$ cat config.mk
export PLATFORM = sky130hd
export DESIGN_NAME = edge_event_fifo_flat
export DESIGN_NICKNAME = d
export VERILOG_FILES = /design/src/rtl/edge_event_fifo_if.sv /design/src/rtl/edge_event_fifo.sv /design/src/flat_wrapper.sv
export SDC_FILE = /design/constraint.sdc
export NUM_CORES = 1
export LEC_CHECK = 0
export CORE_ASPECT_RATIO = 1.2
export CORE_MARGIN = 3
export CORE_UTILIZATION = 55
export DETAILED_ROUTE_END_ITERATION = 8
export PLACE_DENSITY = 0.84
export SETUP_SLACK_MARGIN = 0.4
export SKIP_LAST_GASP = 1
export SYNTH_ARGS = -nofsm -noshare
export SYNTH_HDL_FRONTEND = slang
export SYNTH_SLANG_ARGS = --single-unit
export TNS_END_PERCENT = 1
$ cat constraint.sdc
create_clock -name clk -period 6.4 [get_ports clk]
set_input_delay 1.28 -clock clk [delete_from_list [all_inputs] [get_ports clk]]
set_output_delay 1.28 -clock clk [all_outputs]
set_load 0.01 [all_outputs]
$ cat src/rtl/edge_event_fifo_if.sv
// Event stream from edge_event_fifo to its consumer.
// It carries the valid/ready handshake and the head event fields.
interface edge_event_fifo_if #(
  parameter int CH_W = 2,
  parameter int TS_W = 8
) ();
  logic            evt_valid;
  logic            evt_ready;
  logic [CH_W-1:0] evt_ch;
  logic            evt_src;
  logic [TS_W-1:0] evt_ts;

  modport master (output evt_valid, evt_ch, evt_src, evt_ts, input evt_ready);
  modport slave  (input evt_valid, evt_ch, evt_src, evt_ts, output evt_ready);
endinterface

$ cat src/rtl/edge_event_fifo.sv
// Multi-channel rising-edge detector with per-slot timestamps.
// A round-robin arbiter feeds the events into a FIFO that drains over valid/ready.
module edge_event_fifo #(
  parameter int NUM_CH = 4,
  parameter int DEPTH  = 8,
  parameter int TS_W   = 8
) (
  input  logic                   clk,
  input  logic                   rst_n,
  input  logic [NUM_CH-1:0]      a,
  input  logic [NUM_CH-1:0]      b,
  input  logic                   clr,
  edge_event_fifo_if.master      evt,
  output logic [$clog2(DEPTH):0] level,
  output logic                   overflow
);
  localparam int NSLOT  = 2 * NUM_CH;
  localparam int CH_W   = (NUM_CH > 1) ? $clog2(NUM_CH) : 1;
  localparam int SLOT_W = $clog2(NSLOT);
  localparam int AW     = $clog2(DEPTH);
  localparam int LVL_W  = AW + 1;
  localparam int ENT_W  = CH_W + 1 + TS_W;

  logic [TS_W-1:0]   ts;
  logic [NSLOT-1:0]  in_vec, in_q, rise, pending, gnt_vec, drop;
  logic [TS_W-1:0]   ts_slot [NSLOT];
  logic [SLOT_W-1:0] rr_ptr, grant_idx, cand;
  logic              grant, pop;
  logic [ENT_W-1:0]  mem [DEPTH];
  logic [ENT_W-1:0]  head;
  logic [AW-1:0]     wr_ptr, rd_ptr;

  // Slot j = 2*ch + src interleaves a and b of each channel.
  always_comb begin
    in_vec = '0;
    for (int c = 0; c < NUM_CH; c++) begin
      in_vec[2*c]   = a[c];
      in_vec[2*c+1] = b[c];
    end
  end

  assign rise = in_vec & ~in_q;

  // Descending scan so the lowest offset from rr_ptr wins without an early exit.
  always_comb begin
    grant     = 1'b0;
    grant_idx = '0;
    cand      = '0;
    gnt_vec   = '0;
    for (int i = NSLOT - 1; i >= 0; i--) begin
      cand = SLOT_W'((int'(rr_ptr) + i) % NSLOT);
      if (pending[cand] && !clr && (level != LVL_W'(DEPTH))) begin
        grant     = 1'b1;
        grant_idx = cand;
      end
    end
    if (grant) gnt_vec[grant_idx] = 1'b1;
  end

  assign drop = rise & pending & ~gnt_vec;

  always_ff @(posedge clk or negedge rst_n) begin
    if (!rst_n) begin
      ts       <= '0;
      in_q     <= '0;
      pending  <= '0;
      rr_ptr   <= '0;
      overflow <= 1'b0;
      for (int j = 0; j < NSLOT; j++) ts_slot[j] <= '0;
    end else begin
      ts   <= ts + TS_W'(1);
      in_q <= in_vec;
      if (clr) begin
        pending  <= '0;
        rr_ptr   <= '0;
        overflow <= 1'b0;
      end else begin
        pending <= (pending & ~gnt_vec) | rise;
        if (|drop) overflow <= 1'b1;
        if (grant) rr_ptr <= (grant_idx == SLOT_W'(NSLOT - 1)) ? '0 : grant_idx + SLOT_W'(1);
        for (int j = 0; j < NSLOT; j++)
          if (rise[j] && !drop[j]) ts_slot[j] <= ts;
      end
    end
  end

  assign pop = evt.evt_valid & evt.evt_ready;

  // Storage needs no reset: the head is masked to zero while the FIFO is empty.
  always_ff @(posedge clk) begin
    if (grant) mem[wr_ptr] <= {CH_W'(grant_idx >> 1), grant_idx[0], ts_slot[grant_idx]};
  end

  always_ff @(posedge clk or negedge rst_n) begin
    if (!rst_n) begin
      wr_ptr <= '0;
      rd_ptr <= '0;
      level  <= '0;
    end else if (clr) begin
      wr_ptr <= '0;
      rd_ptr <= '0;
      level  <= '0;
    end else begin
      if (grant) wr_ptr <= wr_ptr + AW'(1);
      if (pop)   rd_ptr <= rd_ptr + AW'(1);
      if (grant && !pop)      level <= level + LVL_W'(1);
      else if (!grant && pop) level <= level - LVL_W'(1);
    end
  end

  assign evt.evt_valid = (level != '0);

  always_comb begin
    head = '0;
    if (evt.evt_valid) head = mem[rd_ptr];
  end

  assign evt.evt_ch  = head[ENT_W-1 -: CH_W];
  assign evt.evt_src = head[TS_W];
  assign evt.evt_ts  = head[TS_W-1:0];
endmodule

$ cat src/flat_wrapper.sv
// flat-port wrapper written by rule: the top's interface ports become plain ports
module edge_event_fifo_flat 
#(
  parameter int NUM_CH = 4,
  parameter int DEPTH  = 8,
  parameter int TS_W   = 8
)
  (clk, rst_n, a, b, clr, level, overflow, evt_evt_valid, evt_evt_ch, evt_evt_src, evt_evt_ts, evt_evt_ready);
  edge_event_fifo_if #(.CH_W(2), .TS_W(TS_W)) evt_i ();
  input  logic clk;
  input  logic rst_n;
  input  logic [NUM_CH-1:0] a;
  input  logic [NUM_CH-1:0] b;
  input  logic clr;
  output logic [$clog2(DEPTH):0] level;
  output logic overflow;
  output wire logic [$bits(evt_i.evt_valid)-1:0] evt_evt_valid;
  output wire logic [$bits(evt_i.evt_ch)-1:0] evt_evt_ch;
  output wire logic [$bits(evt_i.evt_src)-1:0] evt_evt_src;
  output wire logic [$bits(evt_i.evt_ts)-1:0] evt_evt_ts;
  input wire logic [$bits(evt_i.evt_ready)-1:0] evt_evt_ready;
  assign evt_evt_valid = evt_i.evt_valid;
  assign evt_evt_ch = evt_i.evt_ch;
  assign evt_evt_src = evt_i.evt_src;
  assign evt_evt_ts = evt_i.evt_ts;
  assign evt_i.evt_ready = evt_evt_ready;
  edge_event_fifo #(.NUM_CH(NUM_CH), .DEPTH(DEPTH), .TS_W(TS_W)) u_core (.clk(clk), .rst_n(rst_n), .a(a), .b(b), .clr(clr), .evt(evt_i), .level(level), .overflow(overflow));
endmodule
* Word level (Yosys, flattened, before mapping)
Memory sizes are Yosys's and may differ from the RTL's.
Index checks and enable logic that the tools add are counted.
** Operators by class
- $add $sub $neg :: 13
- Bitwise gates (word level) :: 10
- $lt $le $gt $ge :: 11
- Equality and inequality tests :: 2
- Muxes and demuxes :: 54
- Reductions and logical operators :: 52
** Operator list (count)
- 3-bit 2-to-1 mux :: 15
- 3-bit by 4-bit < comparator with 1-bit output, second input constant :: 9
- 8-bit AND :: 4
- 8-bit 2-to-1 mux :: 4
- 1-bit logical AND :: 27
- 1-bit binary-select mux with 3-bit select :: 8
- 8-bit binary-select mux with 3-bit select :: 1
- 1-bit 2-to-1 mux :: 21
- 8-bit NOT :: 2
- 2-bit AND reduction :: 8
- 3-bit by 1-bit adder with 3-bit output, second input constant :: 4
- 3-bit adder, second input constant :: 4
- 4-bit 2-to-1 mux :: 3
- 1-bit zero test :: 11
- 11-bit 2-to-1 mux :: 1
- 8-bit by 1-bit adder with 8-bit output, second input constant :: 1
- 8-bit OR :: 1
- 8-bit OR reduction :: 1
- 3-bit by 2-bit adder with 3-bit output, second input constant :: 2
- 2-bit nonzero test :: 3
- 4-bit by 1-bit adder with 4-bit output, second input constant :: 1
- 4-bit greater-or-equal comparator, second input constant :: 1
- 4-bit != test, second input constant :: 1
- 3-bit NOT with 4-bit output :: 1
- 8 further kinds :: 8
** Word-level totals
- Bits in writable memories :: 88
- Output and inout port bits :: 17
- Memories :: 1
- Flip-flop bits (word level) :: 102
- Bits of input ports :: 12
** Memory list
- u_core.mem :: words 8, width 11, read ports 1, clocked after memory_dff 0, wr ports 1, line edge_event_fifo.sv:29 : logic [ENT_W-1:0] mem [DEPTH];

* Depth between registers and ports, before layout
Gate-level depths: netlist (run 1).
- Depth in word-level cells :: 23
- Mapped depth :: 20
- Depth with buffers taken out :: 16

* Worst setup path before layout (run 1)
No wires, ideal clock.
- Path type :: reg2reg
- From :: register u_core.rr_ptr[1]
- To :: memory u_core.mem[2][0] (netlist name), enable pin
- Arrival :: 3.719 ns
- Setup time :: 0.412 ns
- Slack :: 2.269 ns
- Data required time :: 5.988 ns
- Period minus slack after synthesis :: 4.131 ns
- Cell stages (with the launch flop) :: 12
- Path through :: dfrtp_1 buf_6 inv_1 ha_1 buf_4 mux2i_1 mux4_2 nand4b_1 a211oi_1 clkbuf_1 buf_1 nor4b_1
** On the way
- Longest elaborated chain between the ends :: 15
- Elaborated cells between the ends (all ways) :: 49
- Classes of those cells :: add/sub (7); mux (26); reduce/logical (16)
** Ends and longest elaborated chain
- start: declaration :: line edge_event_fifo.sv:27 : logic [SLOT_W-1:0] rr_ptr, grant_idx, cand;
- start signal: assignment :: line edge_event_fifo.sv:80 : if (grant) rr_ptr <= (grant_idx == SLOT_W'(NSLOT - 1)) ? '0 : grant_idx + SLOT_W'(1);
- 3-bit adder :: line edge_event_fifo.sv:51 : cand = SLOT_W'((int'(rr_ptr) + i) % NSLOT);
- 1-bit binary-select mux with 3-bit select :: line edge_event_fifo.sv:52 : if (pending[cand] && !clr && (level != LVL_W'(DEPTH))) begin
- 1-bit 2-to-1 mux (not written as such) :: line edge_event_fifo.sv:52
- 1-bit logical AND (2 in series) :: line edge_event_fifo.sv:52
- 1-bit 2-to-1 mux (7 in series) :: line edge_event_fifo.sv:52
- 1-bit 2-to-1 mux (*) :: line edge_event_fifo.sv:52
- 1-bit 2-to-1 mux (*) :: line edge_event_fifo.sv:91 : if (grant) mem[wr_ptr] <= {CH_W'(grant_idx >> 1), grant_idx[0], ts_slot[grant_idx]};
- 1-bit 2-to-1 mux (not written as such) (*) :: line edge_event_fifo.sv:91
- end: declaration :: line edge_event_fifo.sv:29
Mark *: on every way between the ends. The rest lies on a longest branch, timed or not. The select of a mux whose other input is x is not followed.

* Worst setup path after layout (run 1)
- From :: register u_core.rr_ptr[1]
- To :: register u_core.ts_slot[36] (netlist name)
** On the way
- Longest elaborated chain between the ends :: 23
- Elaborated cells between the ends (all ways) :: 66
- Classes of those cells :: add/sub (7); order compare (2); mux (35); bitwise (2); reduce/logical (20)
** Ends and longest elaborated chain
- 3-bit adder :: line edge_event_fifo.sv:51
- 1-bit binary-select mux with 3-bit select :: line edge_event_fifo.sv:52
- 1-bit 2-to-1 mux (not written as such) :: line edge_event_fifo.sv:52
- 1-bit logical AND (2 in series) :: line edge_event_fifo.sv:52
- 3-bit 2-to-1 mux (8 in series) :: line edge_event_fifo.sv:52
- 3-bit by 4-bit < comparator with 1-bit output (not written as such) / 3-bit by 1-bit greater-or-equal comparator with 1-bit output (equally long branches) :: line edge_event_fifo.sv:57 : if (grant) gnt_vec[grant_idx] = 1'b1;
- 1-bit logical AND (not written as such) :: line edge_event_fifo.sv:57
- 1-bit 2-to-1 mux (not written as such) :: line edge_event_fifo.sv:57
- 1-bit demux with 3-bit select
- 8-bit 2-to-1 mux (*) :: line edge_event_fifo.sv:57
- 8-bit NOT (*) :: line edge_event_fifo.sv:60 : assign drop = rise & pending & ~gnt_vec;
- 8-bit AND (*) :: line edge_event_fifo.sv:60
- 1-bit zero test (*) :: line edge_event_fifo.sv:82 : if (rise[j] && !drop[j]) ts_slot[j] <= ts;
- 1-bit logical AND (*) :: line edge_event_fifo.sv:82
- 2-bit AND reduction (no source line) (*)
- end signal: indexed assignment :: line edge_event_fifo.sv:82
- end: declaration :: line edge_event_fifo.sv:26 : logic [TS_W-1:0] ts_slot [NSLOT];
Marks and branches as above.
A chain may end at the register's enable or synchronous reset.

==> results of run 1 <==
==> cells by family after synthesis <==
| family | Yosys count | share of synthesized area |
|---|---|---|
| AO/OA/AOI/OAI | 62 | 0.0530 |
| XOR/XNOR | 19 | 0.0179 |
| adder cells (fa/ha/maj) | 9 | 0.0129 |
| buffers and inverters | 69 | 0.0352 |
| flip-flops | 190 | 0.558 |
| multiplexers | 187 | 0.258 |
| AND/OR/NAND/NOR | 116 | 0.0647 |
==> registers in the layout (all words and copies together) (netlist names), 3 cells and up <==
name and flops:
u_core.mem 88, u_core.ts_slot 64, u_core.in_q 8, u_core.pending 8, u_core.ts 8, u_core.level 4
u_core.rd_ptr 3, u_core.rr_ptr 3, u_core.wr_ptr 3
==> area by class of cell <==
| cell class | count | area (um2) | area share |
|---|---|---|---|
| Sequential cell | 190 | 5190 | 0.502 |
| Multi-Input combinational cell | 393 | 3830 | 0.370 |
| Tap cell | 212 | 265 | 0.0256 |
| Clock inverter | 14 | 166 | 0.0161 |
| Timing Repair Buffer | 43 | 390 | 0.0377 |
| Clock buffer | 18 | 429 | 0.0415 |
| Inverter | 20 | 77.6 | 0.00749 |
==> report_power, final <==
| group | switching [uW] | total (uW) | internal [uW] |
|---|---|---|---|
| combinational | 1490 | 2620 | 1130 |
| clock | 441 | 1050 | 614 |
| sequential | 173 | 1980 | 1810 |
==> path summary, 6_finish.rpt <==
path,cells past startpoint,start,to,slack [ps]
min in group asynchronous,1,rst_n,u_core.ts[2]$_DFF_PN0_,760
worst max-delay path,13,u_core.rr_ptr[1]$_DFFE_PN0P_,u_core.ts_slot[36]$_DFFE_PN0P_,1370
worst min register to register,1,u_core.ts_slot[34]$_DFFE_PN0P_,u_core.ts_slot[34]$_DFFE_PN0P_,490
worst max register to register,13,u_core.rr_ptr[1]$_DFFE_PN0P_,u_core.ts_slot[36]$_DFFE_PN0P_,1370
max in group asynchronous,2,rst_n,u_core.rd_ptr[2]$_DFFE_PN0P_,4410
worst min-delay path,1,u_core.ts_slot[34]$_DFFE_PN0P_,u_core.ts_slot[34]$_DFFE_PN0P_,490
==> per-stage QoR <==
stage	setup slack (ps)	instances	hold slack (ps)	power [uW]
after global routing	1140	890	503	5980
final	1370	890	493	5650
after CTS	1420	890	495	5680
after global placement	1250	858	472	4480
after floorplan	2270	652	464	3910
after detailed placement	1130	858	481	4610
==> critical path: stages (launching register included) <==
cell	delay, ps
sky130_fd_sc_hd__dfrtp_1	330
sky130_fd_sc_hd__buf_4	280
sky130_fd_sc_hd__inv_1	220
sky130_fd_sc_hd__ha_1	670
sky130_fd_sc_hd__mux4_2	450
sky130_fd_sc_hd__mux2i_1	390
sky130_fd_sc_hd__nand2_1	100
sky130_fd_sc_hd__a21o_1	180
sky130_fd_sc_hd__a221o_1	280
sky130_fd_sc_hd__or3_1	490
sky130_fd_sc_hd__inv_4	410
sky130_fd_sc_hd__nand3_1	210
sky130_fd_sc_hd__a211o_1	500
sky130_fd_sc_hd__mux2_1	370
==> synthesized netlist by cell type (2+ instances only) <==
master                      count
sky130_fd_sc_hd__a211o_1        4
sky130_fd_sc_hd__and3_1         4
sky130_fd_sc_hd__o41ai_1        2
sky130_fd_sc_hd__a211oi_1       3
sky130_fd_sc_hd__a2bb2oi_1      2
sky130_fd_sc_hd__mux2_4         8
sky130_fd_sc_hd__nand2b_1      10
sky130_fd_sc_hd__nor4_1         2
sky130_fd_sc_hd__buf_6          4
sky130_fd_sc_hd__xor2_1         8
sky130_fd_sc_hd__a31o_2         2
sky130_fd_sc_hd__buf_1          7
sky130_fd_sc_hd__buf_4          6
sky130_fd_sc_hd__o21ai_0        4
sky130_fd_sc_hd__inv_2          2
sky130_fd_sc_hd__nand3_1       13
sky130_fd_sc_hd__mux2i_1       78
sky130_fd_sc_hd__nor3_1         9
sky130_fd_sc_hd__nor2b_1        7
sky130_fd_sc_hd__mux2_1        25
sky130_fd_sc_hd__a21oi_1       14
sky130_fd_sc_hd__mux2_2        44
sky130_fd_sc_hd__inv_1         17
sky130_fd_sc_hd__edfxtp_1      88
sky130_fd_sc_hd__clkbuf_1      21
sky130_fd_sc_hd__nand2_1       15
sky130_fd_sc_hd__a21o_1         5
sky130_fd_sc_hd__ha_1           8
sky130_fd_sc_hd__nor4b_1        3
sky130_fd_sc_hd__mux4_2        32
sky130_fd_sc_hd__a31oi_1        4
sky130_fd_sc_hd__or3_1          2
sky130_fd_sc_hd__nor3b_1        2
sky130_fd_sc_hd__nor2_1        41
sky130_fd_sc_hd__buf_2         10
sky130_fd_sc_hd__a311o_1        3
sky130_fd_sc_hd__xnor2_1       11
sky130_fd_sc_hd__dfrtp_1      102
sky130_fd_sc_hd__nand4_1        2
==> metal layers <==
metal  up-vias  GRT usage  wire, um
met4         0     0.0751       373
met5         -          0         0
met1      2801      0.287      8200
met2       174      0.358      9640
li1       2468          -         -
met3        34     0.0413       843
==> results.env, run 1 <==
MAXCAPVIOLCOUNT=0
CTS-HTREE-LEVELS=4
POWER.IR.VDD_WORST_V=0.000334
POSTPLACECELLAREA_MM2=0.00976
GRT_START_MAX_NET_PINS=74
COUNT_OF_VIAS_PLACED_BY_THE_DETAILED_ROUTER=5477
YOSYS_MOST_USED_DFF='sky130_fd_sc_hd__dfrtp_1'
SYNTH-WARNING-COUNT=0
WORST_SLEW_PIN_SLEW_PS=1090
SEQUENTIAL_AREA_SHARE_AFTER_SYNTHESIS=0.558
WORST_HOLD_PATH_TYPE='reg2reg'
POST_DR_WIRELENGTH_CELL_UM=21.4
FINAL_CELL_AREA_MM2=0.0104
TIMING.SLEW.HEADROOM=0.272
CLOCK.FMAX_GHz=0.199
WORST_CLOCK_SKEW_PS=7.45
DRT_PRE_ANTENNA_ITERS=8
POST_ROUTE_CLOCK_PERIOD_UTILIZATION=0.786
GRT_FIRST_PASS_WIRELENGTH_UM=31300
HEIGHT_OF_THE_DIE_UM=148
LAYOUT.CELLS.MOST_COMMON='sky130_fd_sc_hd__dfrtp_1'
RUN_STATUS='finished, final reports clean'
WL_UM=19000
CLOCK_PATH_BUFFERS=2
CTS_TREE='yes'
GRT_SETUP_UNREPAIRED='false'
PLACE_CONGESTION=0.870
ANTENNA_VIOLATIONS_BEFORE_REPAIR=0
NETLIST_TOP_CELLS_AREA='sky130_fd_sc_hd__edfxtp_1, sky130_fd_sc_hd__dfrtp_1, sky130_fd_sc_hd__mux2i_1'
POST_CTS.REPAIR.SETUP_BUFFERS=0
STARTPOINT_TYPE='flop'
PATH_MAX_FANOUT=35
CTS.HOLD.BUFFERS_ADDED=0
CLK_PIN_SLEW_PS=70
ASYNC_RESET_FF_FRAC=0.537
GROUTE.USAGE.OVERALL=0.215
SYN-MEAN-INSTANCE-AREA_UM2=14.3
FLOORPLAN.CORE_AREA_MM2=0.0164
DRCVIOLATIONCOUNT=0
POST_SYNTH_INSTANCE_AREA_MM2=0.00930
SETUP-TNS-FINAL_PS=0
FINAL_CORE_UTIL=0.631
YOSYS.CELL_TYPES.COUNT=67
NUM_ROWS=51
POSTSYNTHCELLCOUNT=652
FILLER_CELL_COUNT=1126
SYN_NETS=673
STARTING_UTILIZATION_OF_THE_CORE_AREA=0.567
NETS=686
LAYOUT-DRIVE-GT1-SHARE=0.217
GLOBAL_ROUTE_TOTAL_OVERFLOW=0
NUMCTSBUFFERS=17
PLACE_HPWL_UM=12700
CTS-ROOT-BUF='sky130_fd_sc_hd__clkbuf_16'
TOP_LEVEL_PORTS=29
PORT_BUFFERS=28
CRIT_ARRIVAL_PS=5340
FLOW.AREA_GROWTH_FROM_SYNTHESIS_PCT=11.3
DRT.ANTENNA.VIOLATING_NETS=0
POST_CTS.RESIZED_INSTANCES=0
COMMONEST_NON_FILL_NON_TAP_CELLS_IN_THE_LAYOUT='sky130_fd_sc_hd__dfrtp_1, sky130_fd_sc_hd__edfxtp_1, sky130_fd_sc_hd__mux2i_1, sky130_fd_sc_hd__mux2_2, sky130_fd_sc_hd__nor2_1'
INSERTEDDIODECOUNT=0
DRT_ITER0_DRC=405
NUMCLOCKSINKS=190
CRITICAL_PATH_REQUIRED_TIME_PS=6710
DIE_AREA_MM2=0.0185
TIMING_MAX_TRANSITION_VIOLATIONS_FINAL=0
SYNTH-SEQ-CELLS=190
CELL_AREA_POWER_DENSITY_mW_PER_MM2=546
GRT_PASS1_VIAS=5644
DIE_X_UM=125
SETUP_VIOLATIONS=0
TIMING.SETUP.CRITICAL_PATH_CLASS='reg2reg'
CLKLATENCYLATEPIN_PS=430
MIN_PERIOD_PS=5030
NETLIST.TOP_CELL.BY_AREA='sky130_fd_sc_hd__edfxtp_1'
SYNTH-EDFF-COUNT=88
END_KIND='flop'
DRT-VIAS-PER-INSTANCE=6.15
POST-SYNTH-TOP-AREA-FRACTION=0.284
FINAL_HOLD_VIOL_COUNT=0
POWER.LEAKAGE_uW=0.00396
Note: power is estimated with default switching activity, not from simulation.
==> inputs of run 2 (changes only) <==
clock period = 4.75 ns   (was 6.4 ns; I/O delays follow)
==> run 2 against run 1 <==
Net effect:
- combinational power is 37% higher
- first-iteration DRC count is 11% higher
- non-clock buffer count is 7 higher
- die area stayed put
- clock skew hardly changed
- flip-flop and latch count stayed put
- core utilization is 0.35 points higher
- hold slack worse by 1.7 ps
- global-route usage is 0.37 points lower
- count of clock-buffer cells in the layout is 2 higher
- worst setup slack worse by 900 ps
- register-to-register slack worse by 900 ps
- highest routed layer unchanged
==> results.env, run 2 (synthesis gave the netlist of run 1 again) <==
RUN_STATUS='finished, final reports clean'
HEIGHT_OF_THE_DIE_UM=148
DRT_PRE_ANTENNA_ITERS=6
ANTENNA_VIOLATIONS_BEFORE_REPAIR=0
WORST_SLEW_PIN_SLEW_PS=1040
TOP_REGISTER='u_core.mem'
SETUP-TNS-FINAL_PS=0
GRT_FIRST_PASS_WIRELENGTH_UM=30600
STARTPOINT='u_core.rr_ptr[2]$_DFFE_PN0P_'
LAYOUT.CELLS.MOST_COMMON='sky130_fd_sc_hd__dfrtp_1'
WORSTREG2REGEND='u_core.ts_slot[62]$_DFFE_PN0P_'
POST_ROUTE_CLOCK_PERIOD_UTILIZATION=0.901
POWER.IR.VDD_WORST_V=0.000406
PLACE_CONGESTION=0.865
PATH_MAX_FANOUT=15
NETS=693
END_KIND='flop'
SETUP_VIOLATIONS=0
DRT_ITER0_DRC=450
WORST_CLOCK_SKEW_PS=7.65
PORT_BUFFERS=28
INSERTEDDIODECOUNT=0
DIE_X_UM=125
TOP_LEVEL_PORTS=29
TIMING.SETUP.CRITICAL_PATH_CLASS='reg2reg'
CLOCK.FMAX_GHz=0.234
WL_UM=18600
WORSTREG2REGSTART='u_core.rr_ptr[2]$_DFFE_PN0P_'
STDCELL_COUNT=897
GRT_SETUP_UNREPAIRED='true'
GLOBAL_ROUTE_TOTAL_OVERFLOW=0
CTS_TREE='yes'
STARTING_UTILIZATION_OF_THE_CORE_AREA=0.567
WORST_HOLD_PATH_TYPE='reg2reg'
TOTALPOWERFINAL_uW=7630
POWER.LEAKAGE_uW=0.00399
DIE_AREA_MM2=0.0185
RRSETUPSLACK_PS=470
CRITICAL_PATH_REQUIRED_TIME_PS=5070
NUMCTSBUFFERS=17
CTS-HTREE-LEVELS=4
FILLER_CELL_COUNT=1150
LARGEST_REGISTER_FFS=88
R2R_CELLS=10
AREA_USED_BY_SEQUENTIAL_LOGIC_IN_THE_LAYOUT_MM2=0.00519
CELL_AREA_POWER_DENSITY_mW_PER_MM2=733
FLOW.AREA_GROWTH_FROM_SYNTHESIS_PCT=11.9
DRT.ANTENNA.VIOLATING_NETS=0
POST-PLACE-CELLS=865
NUMCLOCKSINKS=190
POST_DR_WIRELENGTH_CELL_UM=20.7
MAXCAPVIOLCOUNT=0
LAYOUT-DRIVE-GT1-SHARE=0.226
CTS.HOLD.BUFFERS_ADDED=0
CLOCK_PATH_BUFFERS=2
WORST_SETUP_PATH_ENDPOINT='u_core.ts_slot[62]$_DFFE_PN0P_'
GRT_PASS1_VIAS=5808
TIMING_MAX_TRANSITION_VIOLATIONS_FINAL=0
COUNT_OF_VIAS_PLACED_BY_THE_DETAILED_ROUTER=5480
NUM_ROWS=51
MULTI_INPUT_AREA_MM2=0.00384
TIMING.SLEW.HEADROOM=0.308
DRCVIOLATIONCOUNT=0
CTS-ROOT-BUF='sky130_fd_sc_hd__clkbuf_16'
GRT_START_MAX_NET_PINS=63
CLK_PIN_SLEW_PS=70
COMMONEST_NON_FILL_NON_TAP_CELLS_IN_THE_LAYOUT='sky130_fd_sc_hd__dfrtp_1, sky130_fd_sc_hd__edfxtp_1, sky130_fd_sc_hd__mux2i_1, sky130_fd_sc_hd__mux2_2, sky130_fd_sc_hd__nor2_1'
STARTPOINT_TYPE='flop'
HOLD-WORST-SLACK_PS=491
MIN_PERIOD_PS=4280
PLACE_HPWL_UM=12500
POSTPLACECELLAREA_MM2=0.00981
FINAL_HOLD_VIOL_COUNT=0
FINAL_CELL_AREA_MM2=0.0104
CRIT_ARRIVAL_PS=4600
FLOORPLAN.CORE_AREA_MM2=0.0164
DRT-VIAS-PER-INSTANCE=6.11
GROUTE.USAGE.OVERALL=0.212
LAYOUT_TOP_REGISTERS='u_core.mem (88), u_core.ts_slot (64)'
CLKLATENCYLATEPIN_PS=430
==> run 2: changes by cell type in the layout (fill, tap and decap cells not counted), sizes merged <==
cell      delta
clkinv       -2
clkbuf       +2
buf          +7
bufinv       -1
inv          +2
clkinvlp     -1
==> run 2: area by class of cell <==
class	count	share of cell area
sequential	190	0.499
timing repair buffer	50	0.0438
clock inverter	12	0.0132
inverter	20	0.00745
multi-input combinational	393	0.369
tap	212	0.0255
clock buffer	20	0.0420
==> run 2: routing by layer <==
metal | GRT usage | vias to the layer above | wire length, um
met5 | 0 | - | 0
met4 | 0.0784 | 0 | 359
met3 | 0.0395 | 39 | 662
met1 | 0.265 | 2828 | 7720
li1 | - | 2483 | -
met2 | 0.370 | 130 | 9850
==> run 2: how the worst min path moves through the flow <==
stage | startpoint | end | slack [ps] | cells past startpoint
after CTS | u_core.ts_slot[32]$_DFFE_PN0P_ | u_core.ts_slot[32]$_DFFE_PN0P_ | 500 | 1
final | u_core.ts_slot[50]$_DFFE_PN0P_ | u_core.ts_slot[50]$_DFFE_PN0P_ | 490 | 1
after floorplan | u_core.ts_slot[32]$_DFFE_PN0P_ | u_core.ts_slot[32]$_DFFE_PN0P_ | 460 | 1
after global routing | u_core.ts_slot[32]$_DFFE_PN0P_ | u_core.ts_slot[32]$_DFFE_PN0P_ | 500 | 1
after global placement | u_core.ts_slot[32]$_DFFE_PN0P_ | u_core.ts_slot[32]$_DFFE_PN0P_ | 470 | 1
after detailed placement | u_core.ts_slot[50]$_DFFE_PN0P_ | u_core.ts_slot[50]$_DFFE_PN0P_ | 480 | 1
==> run 2: worst max-delay path, cell delays in order, from the launching register on <==
cell and delay [ps]:
sky130_fd_sc_hd__dfrtp_1 600, sky130_fd_sc_hd__nor2b_1 260, sky130_fd_sc_hd__a22oi_1 570, sky130_fd_sc_hd__a2111oi_0 260, sky130_fd_sc_hd__a211oi_1 290, sky130_fd_sc_hd__o21bai_1 130
sky130_fd_sc_hd__o32ai_4 300, sky130_fd_sc_hd__inv_2 280, sky130_fd_sc_hd__or4_4 560, sky130_fd_sc_hd__a211o_1 510, sky130_fd_sc_hd__mux2_4 380
==> run 2: power by group <==
group | switching [uW] | internal [uW] | total (uW)
sequential | 223 | 2430 | 2650
combinational | 1990 | 1600 | 3590
clock | 607 | 782 | 1390
==> run 2: what timing repair did <==
item / in CTS / in global routing
buffers inserted: 0 / 0
endpoints found under the setup margin: 17 / 121
gates resized for setup: 1 / 3
==> run 2: per-stage QoR <==
stage | worst slack [ps] | util
2_1_floorplan | 619 | -
3_3_place_gp | 341 | 0.598
3_5_place_dp | 284 | 0.598
4_1_cts | 369 | 0.633
5_1_grt | 304 | 0.635
6_report | 470 | 0.635
==> inputs of run 3 (changes only) <==
--- a/config.mk
+++ b/config.mk
@@ -10,2 +10,3 @@
 export CORE_UTILIZATION = 55
+export CTS_BUF_LIST = sky130_fd_sc_hd__clkbuf_4
 export DETAILED_ROUTE_END_ITERATION = 8
--- a/constraint.sdc
+++ b/constraint.sdc
@@ -3,2 +3,2 @@
 set_output_delay 0.95 -clock clk [all_outputs]
-set_load 0.01 [all_outputs]
+set_load 0.05 [all_outputs]
==> run 3 against run 2 <==
Net effect:
- via count is 0.62% lower
- sequential share of layout area is 1.4 points higher
- wire length is 2.3% lower
- clock power is 37% lower
- global-route usage is 0.51 points lower
- die area stayed put
- first-iteration DRC count is 19% higher
- fmax is 2.7% higher
==> results.env, run 3 (synthesis gave the netlist of run 1 again) <==
RUN_STATUS='finished, final reports clean'
CRITPATHSLOWESTCELL='sky130_fd_sc_hd__or3_1'
LAYOUT.CELLS.MOST_COMMON='sky130_fd_sc_hd__dfrtp_1'
CLK_PIN_SLEW_PS=140
CRITICAL_PATH_REQUIRED_TIME_PS=5220
MAXCAPVIOLCOUNT=0
WORST_SLEW_PIN_SLEW_PS=1050
FLOW.AREA_GROWTH_FROM_SYNTHESIS_PCT=8.90
SETUP-TNS-FINAL_PS=0
TOP_SIGNAL_LAYER_USED='met4'
ANTENNA_VIOLATIONS_BEFORE_REPAIR=1
NUMCLOCKSINKS=190
DRT_ITER0_DRC=537
WORSTPATHCELLLIST='buf_4 > ha_1 > xor2_2 > mux4_2 > nand3_1 > a21o_1 > a221o_1 > or3_1 > o31ai_2 > nand3_1 > mux2_1'
PORT_BUFFERS=28
DR_WL_MET3_UM=775
POST_DR_WIRELENGTH_CELL_UM=20.2
POWER.NET_SWITCHING_uW=3020
CELL_AREA_POWER_DENSITY_mW_PER_MM2=729
POWER.IR.VDD_WORST_V=0.000420
CTS_TREE='yes'
POST_ROUTE_CLOCK_PERIOD_UTILIZATION=0.878
GRT_FIRST_PASS_WIRELENGTH_UM=29900
PATH_MAX_FANOUT=24
WL_UM=18200
LAYOUT-DRIVE-GT1-SHARE=0.232
FINAL_CORE_UTIL=0.618
TOP_REGISTER='u_core.mem'
CTS-HTREE-LEVELS=4
CTS-ROOT-BUF='sky130_fd_sc_hd__clkbuf_4'
END_KIND='flop'
CRIT_ARRIVAL_PS=4640
PLACE_CONGESTION=0.865
COMMONEST_NON_FILL_NON_TAP_CELLS_IN_THE_LAYOUT='sky130_fd_sc_hd__dfrtp_1, sky130_fd_sc_hd__edfxtp_1, sky130_fd_sc_hd__mux2i_1, sky130_fd_sc_hd__mux2_2, sky130_fd_sc_hd__nor2_1'
R2R_CELLS=11
TOTALPOWERFINAL_uW=7380
WL_MET2_UM=9380
TIMING.SETUP.CRITICAL_PATH_CLASS='reg2reg'
POSTPLACECELLAREA_MM2=0.00981
NUM_ROWS=51
WORST_HOLD_PATH_TYPE='in2async'
CLOCK_POWER_SHARE=0.119
STARTPOINT_TYPE='flop'
GROUTE.USAGE.OVERALL=0.207
LAYOUT_TOP_REGISTERS='u_core.mem (88), u_core.ts_slot (64)'
STARTING_UTILIZATION_OF_THE_CORE_AREA=0.567
POST_CTS.REPAIR.SETUP_BUFFERS=0
LARGEST_REGISTER_FFS=88
P_SEQ_FRAC=0.358
PLACE_HPWL_UM=12500
TOP_LEVEL_PORTS=29
POWER.LEAKAGE_uW=0.00387
HEIGHT_OF_THE_DIE_UM=148
FLOORPLAN.CORE_AREA_MM2=0.0164
CLOCK_PATH_BUFFERS=2
CTS.HOLD.BUFFERS_ADDED=0
DIE_AREA_MM2=0.0185
DRCVIOLATIONCOUNT=0
DRT.ANTENNA.VIOLATING_NETS=0
MAX_STAGE_DELAY_PS=490
WORST_CLOCK_SKEW_PS=19.8
GLOBAL_ROUTE_TOTAL_OVERFLOW=0
SETUP_VIOLATIONS=0
FINAL_CELL_AREA_MM2=0.0101
FINAL_HOLD_VIOL_COUNT=0
DRT-VIAS-PER-INSTANCE=6.06
INTERNAL_POWER_uW=4360
MET1_LENGTH_UM=7640
DIE_X_UM=125
GRT_START_MAX_NET_PINS=63
CLKLATENCYLATEPIN_PS=580
NUMCTSBUFFERS=17
COUNT_OF_VIAS_PLACED_BY_THE_DETAILED_ROUTER=5446
TIMING_MAX_TRANSITION_VIOLATIONS_FINAL=0
CRIT_TOP_CELL='sky130_fd_sc_hd__nand3_1'
GRT_PASS1_VIAS=5738
NETS=693
DRT_PRE_ANTENNA_ITERS=5
TIMING.SLEW.HEADROOM=0.299
FILLER_CELL_COUNT=1196
GRT_SETUP_UNREPAIRED='true'
SW_FRAC_OF_TOTAL=0.409
MIN_PERIOD_PS=4170
CLOCK.FMAX_GHz=0.240
PART_OF_THE_POWER_IN_COMBINATIONAL_LOGIC=0.523
run 3: path summary, 6_finish.rpt:
| kind | to | from | slack [ps] |
|---|---|---|---|
| setup / recovery | u_core.ts_slot[1]$_DFFE_PN0P_ | u_core.rr_ptr[0]$_DFFE_PN0P_ | 580 |
| hold / removal | u_core.ts_slot[43]$_DFFE_PN0P_ | rst_n | 430 |
| setup reg to reg | u_core.ts_slot[1]$_DFFE_PN0P_ | u_core.rr_ptr[0]$_DFFE_PN0P_ | 580 |
| hold reg to reg | u_core.ts_slot[50]$_DFFE_PN0P_ | u_core.ts_slot[50]$_DFFE_PN0P_ | 510 |
| max in group asynchronous | u_core.ts_slot[7]$_DFFE_PN0P_ | rst_n | 3320 |
| min in group clk | u_core.ts_slot[50]$_DFFE_PN0P_ | u_core.ts_slot[50]$_DFFE_PN0P_ | 510 |
run 3: timing repair:
item,4_1_cts,5_1_grt
endpoints found under the setup margin,14,121
gates cloned,0,0
resized for setup,1,4
run 3: per-stage QoR:
| step | hold WS (ps) | setup WS (ps) | cells |
|---|---|---|---|
| 4_1_cts | 409 | 399 | 897 |
| 2_1_floorplan | 464 | 619 | 652 |
| 3_3_place_gp | 472 | 341 | 865 |
| 6_report | 430 | 581 | 899 |
| 3_5_place_dp | 481 | 284 | 865 |
| 5_1_grt | 435 | 358 | 899 |
run 3: metal layers:
| layer | global-route usage | vias up |
|---|---|---|
| met3 | 0.0388 | 34 |
| met4 | 0.0779 | 0 |
| met2 | 0.356 | 152 |
| li1 | - | 2489 |
| met1 | 0.262 | 2771 |
| met5 | 0 | - |
run 3: worst max-delay path: cells and delay by family, from the launching register on:
kind	cells	cell delay [ps]
adders and majority gates	1	290
muxes	2	820
and+or+nand+nor	3	1050
xor gates and xnor gates	1	330
DFF	1	390
buffers and inverters	1	310
AOI/OAI and AO/OA	3	850
run 3: power groups by stage:
| stage | sequential (uW) | combinational (uW) | clock (uW) |
|---|---|---|---|
| 4_1_cts | 2640 | 3870 | 897 |
| 3_5_place_dp | 2680 | 3850 | 0 |
| 5_1_grt | 2680 | 4190 | 958 |
| 6_report | 2640 | 3860 | 875 |
| 3_3_place_gp | 2640 | 3710 | 0 |
| 2_1_floorplan | 2610 | 2940 | 0 |
run 3: layout make-up:
class                           instances  area [um2]  share of cell area
Clock buffer                           20         150              0.0148
Sequential cell                       190        5190               0.513
Timing Repair Buffer                   50         455              0.0450
Antenna cell                            2        5.00            0.000494
Tap cell                              212         265              0.0262
Multi-Input combinational cell        393        3840               0.380
Clock inverter                         12         138              0.0136
Inverter                               20        77.6             0.00766
==> RTL change 1: new RTL, flow settings as in run 1 <==
`TS_W` is set to 8 in 3 places; all go to 6.
--- a/src/rtl/edge_event_fifo_if.sv
+++ b/src/rtl/edge_event_fifo_if.sv
@@ -3,5 +3,5 @@
 interface edge_event_fifo_if #(
   parameter int CH_W = 2,
-  parameter int TS_W = 8
+  parameter int TS_W = 6
 ) ();
   logic            evt_valid;
--- a/src/rtl/edge_event_fifo.sv
+++ b/src/rtl/edge_event_fifo.sv
@@ -4,5 +4,5 @@
   parameter int NUM_CH = 4,
   parameter int DEPTH  = 8,
-  parameter int TS_W   = 8
+  parameter int TS_W   = 6
 ) (
   input  logic                   clk,
--- a/src/flat_wrapper.sv
+++ b/src/flat_wrapper.sv
@@ -4,5 +4,5 @@
   parameter int NUM_CH = 4,
   parameter int DEPTH  = 8,
-  parameter int TS_W   = 8
+  parameter int TS_W   = 6
 )
   (clk, rst_n, a, b, clr, level, overflow, evt_evt_valid, evt_evt_ch, evt_evt_src, evt_evt_ts, evt_evt_ready);
Interface: changed (resized evt_evt_ts); port bits go from 29 to 27. The function was not compared with the original's and may differ.
==> RTL change 1 against run 1 <==
Routed wire length down 14%; worst setup slack worse by 100 ps; total power fell by 19%; utilization rose by 1.3 points; cell area shrank 16%; sequential cell count down 34; global-route usage increased by 1.1 points; synthesized area shrank 18%.
==> RTL change 1: results <==
clock_network:
  clockRootBuffer: "clkbuf_16"
  post_cts_buffers: 0
  cts-buffers-inserted: 17
  clk_latency_ps: 420
  clk_pin_slew_worst_paths_ps: 60
  clockBufferDepth: 2
  cts_max_level: 4
route:
  first_pass_iters: 5
  wl_mm: 16.5
  wl_per_cell_um: 21.9
  vias: 4684
  drt_iter0_drc: 370
min_path:
  hold_path_class: "flop to flop"
finish:
  filler_cell_count: 968
  layout-drive-gt1-share_pct: 21.4
  diodes: 0
  num-nets-final: 592
  largest_registers: "u_core.mem (72), u_core.ts_slot (48)"
  multi_input_area_mm2: 0.00321
grt:
  grt_usage_pct: 22.7
  grt_pass1_vias: 4841
  grt_max_degree: 85
  antenna_found_initial: 0
  grt_pass1_wl_mm: 26.4
status:
  status: "complete, no violations"
place:
  gp_congestion: 0.897
  dp_hpwl_mm: 10.9
  place_area_mm2: 0.00805
  post-place-cells: 720
  place.port_buffers: 26
setup_path:
  slowest_delay_ps: 870
  cp_top_family: "simple AND/OR/NAND/NOR gates"
  crit_path_max_fanout: 22
  slowest_stage: "dfrtp_1"
  crit_arrival_ps: 5440
power:
  power_leakage_nw: 3.37
  p_seq_share_pct: 35.5
  pwr-share-comb_pct: 42.6
  p_sw_mw: 1.67
  ir_drop_mv: 0.234
  internal_power_mw: 2.91
synthesis:
  synth.avg_cell_area_um2: 14.0
  synth-async-reset-ratio_pct: 53.8
  syn_nets: 568
  synth_common_cells: "dfrtp_1 (84), edfxtp_1 (72), mux2i_1 (46), nor2_1 (43), mux2_2 (29)"
  synth_edf_count: 72
  synth_area_leaders: "edfxtp_1 (28%), dfrtp_1 (27%), mux4_2 (8.2%)"
  yosysWarningCount: 0
  yosys.cell_types.count: 68
  ys_seq_area_share_pct: 55.7
timing:
  tightestPinTransition_ps: 1080
  clock_skew_ps: 7.74
RTL change 1: worst paths after layout:
path / cells past startpoint / start / to / slack, ps
max in group asynchronous: 1 / rst_n / u_core.rr_ptr[2]$_DFFE_PN0P_ / 4680
setup reg to reg: 10 / u_core.rr_ptr[0]$_DFFE_PN0P_ / u_core.ts_slot[5]$_DFFE_PN0P_ / 1270
hold reg to reg: 1 / u_core.ts_slot[38]$_DFFE_PN0P_ / u_core.ts_slot[38]$_DFFE_PN0P_ / 490
min in group asynchronous: 1 / rst_n / u_core.ts_slot[41]$_DFFE_PN0P_ / 1050
setup / recovery: 10 / u_core.rr_ptr[0]$_DFFE_PN0P_ / u_core.ts_slot[5]$_DFFE_PN0P_ / 1270
hold / removal: 1 / u_core.ts_slot[38]$_DFFE_PN0P_ / u_core.ts_slot[38]$_DFFE_PN0P_ / 490
RTL change 1: per-layer routing:
| metal | global-route usage, % | up-vias | wire length, um |
|---|---|---|---|
| met1 | 28.5 | 2393 | 6790 |
| met5 | 0 | - | 0 |
| met3 | 5.14 | 30 | 770 |
| met2 | 39.1 | 145 | 8580 |
| met4 | 7.35 | 0 | 318 |
| li1 | - | 2116 | - |
RTL change 1: cell families after synthesis:
logic type / synth area share [%]
multiplexers: 22.4
AO/OA/AOI/OAI: 7.13
AND/OR/NAND/NOR: 8.63
adder cells (fa/ha/maj): 1.57
XOR/XNOR: 1.81
flip-flops: 55.7
buffers and inverters: 2.75
RTL change 1: area by class of cell:
class	instances	share of cell area, %
Sequential cell	156	49.3
Multi-Input combinational cell	347	37.1
Clock buffer	18	4.97
Timing Repair Buffer	34	3.68
Tap cell	168	2.43
Clock inverter	14	1.85
Inverter	15	0.651
==> RTL change 2: new RTL, flow settings as in run 1 <==
Made on the original files. Reset style: synchronous (`rst_n`), changed in 2 clocked blocks.
--- a/src/rtl/edge_event_fifo.sv
+++ b/src/rtl/edge_event_fifo.sv
@@ -60,5 +60,5 @@
   assign drop = rise & pending & ~gnt_vec;
 
-  always_ff @(posedge clk or negedge rst_n) begin
+  always_ff @(posedge clk) begin
     if (!rst_n) begin
       ts       <= '0;
@@ -92,5 +92,5 @@
   end
 
-  always_ff @(posedge clk or negedge rst_n) begin
+  always_ff @(posedge clk) begin
     if (!rst_n) begin
       wr_ptr <= '0;
Formal check against the unedited RTL: differs if rst_n is asserted again (counterexample within 4 cycles, from zero or initial values and one cycle with rst_n low); with rst_n held inactive, the same outputs for 4 cycles.
==> RTL change 2 against run 1 <==
Worst setup slack lost 66 ps; final cell count fell by 0.45%; sequential cell count grew 3; cell area decreased by 5.1%; routed wire length down 8.0%; first-iteration DRC count grew 14%; synthesized area down 6.0%; critical path type unchanged; largest cell class unchanged; highest routed layer unchanged.
Power is not compared: it rests on default switching activity, and its combinational part moved more than twofold at a synthesized area within 25%.
==> RTL change 2: results <==
synthesis:
  synth_area_leaders: "edfxtp_1 (52%), dfxtp_1 (9.4%), mux4_2 (9.0%)"
  syn_nets: 664
  synth_compound_area_share_pct: 5.72
  synth_edf_count: 152
  synthCells: 642
  synthMuxAreaShare_pct: 15.6
  synth-async-reset-ratio_pct: 0
  yosys.cell_types.count: 58
  synth_xor_area_share_pct: 1.70
  synth_fa_ha_area_share_pct: 1.52
route:
  wl_per_cell_um: 19.8
  drt-vias-per-instance: 5.98
  wl_mm: 17.5
  drt_iter0_drc: 461
  first_pass_iters: 6
setup_path:
  setup.worst_path.end: "u_core.ts_slot[1][0]$_SDFFCE_PN0P_"
  crit_path_max_fanout: 25
  slowest_stage: "dfxtp_1"
  crit_arrival_ps: 5180
  rr_startpoint: "u_core.rr_ptr[1]$_SDFFE_PP0P_"
timing:
  hold_ws_ps: 478
  clock_skew_ps: 8.35
  tightestPinTransition_ps: 1230
finish:
  num-nets-final: 691
  layout-drive-gt1-share_pct: 15.5
status:
  status: "complete, no violations"
min_path:
  min_delay_worst_endpoint: "u_core.ts[0]$_SDFF_PN0_"
  hp-start: "u_core.ts[0]$_SDFF_PN0_"
grt:
  grt_pass1_vias: 5285
  use_met2_pct: 36.0
  met1_usage_pct: 28.5
  grt_usage_pct: 21.3
  grt_max_degree: 34
  grt_pass1_wl_mm: 28.4
place:
  dp_hpwl_mm: 11.9
  gp_congestion: 0.873
  place_area_mm2: 0.00920
  post-place-cells: 854
  dp_worst_setup_slack_ps: 1180
clock_network:
  clockBufferDepth: 2
==> RTL change 2: area by class of cell <==
type                       count  area, um^2
fill                        1059        5450
clock inverter                 9         113
clock buffer                  23         510
inverter                      19        71.3
sequential                   193        5390
multi-input combinational    398        3110
timing repair buffer          40         370
tap                          204         255
==> RTL change 2: logic make-up after synthesis <==
| group | count (synthesis) |
|---|---|
| simple gates | 204 |
| flops | 193 |
| mux | 87 |
| compound gates | 80 |
| buf+inv | 51 |
| xor+xnor | 17 |
| fa+ha+maj | 10 |
==> RTL change 2: metal layers <==
layer  vias up  wire (um)
li1       2441          -
met1      2633       7210
met2       199       9000
met3        25        959
met4         0        345
met5         -          0
==> RTL change 2: power by group <==
part / switching, mW / internal, mW / total [mW]
logic: 0.390 / 0.291 / 0.680
clock network: 0.452 / 0.649 / 1.10
registers: 0.0391 / 1.49 / 1.53
total: 0.880 / 2.43 / 3.31
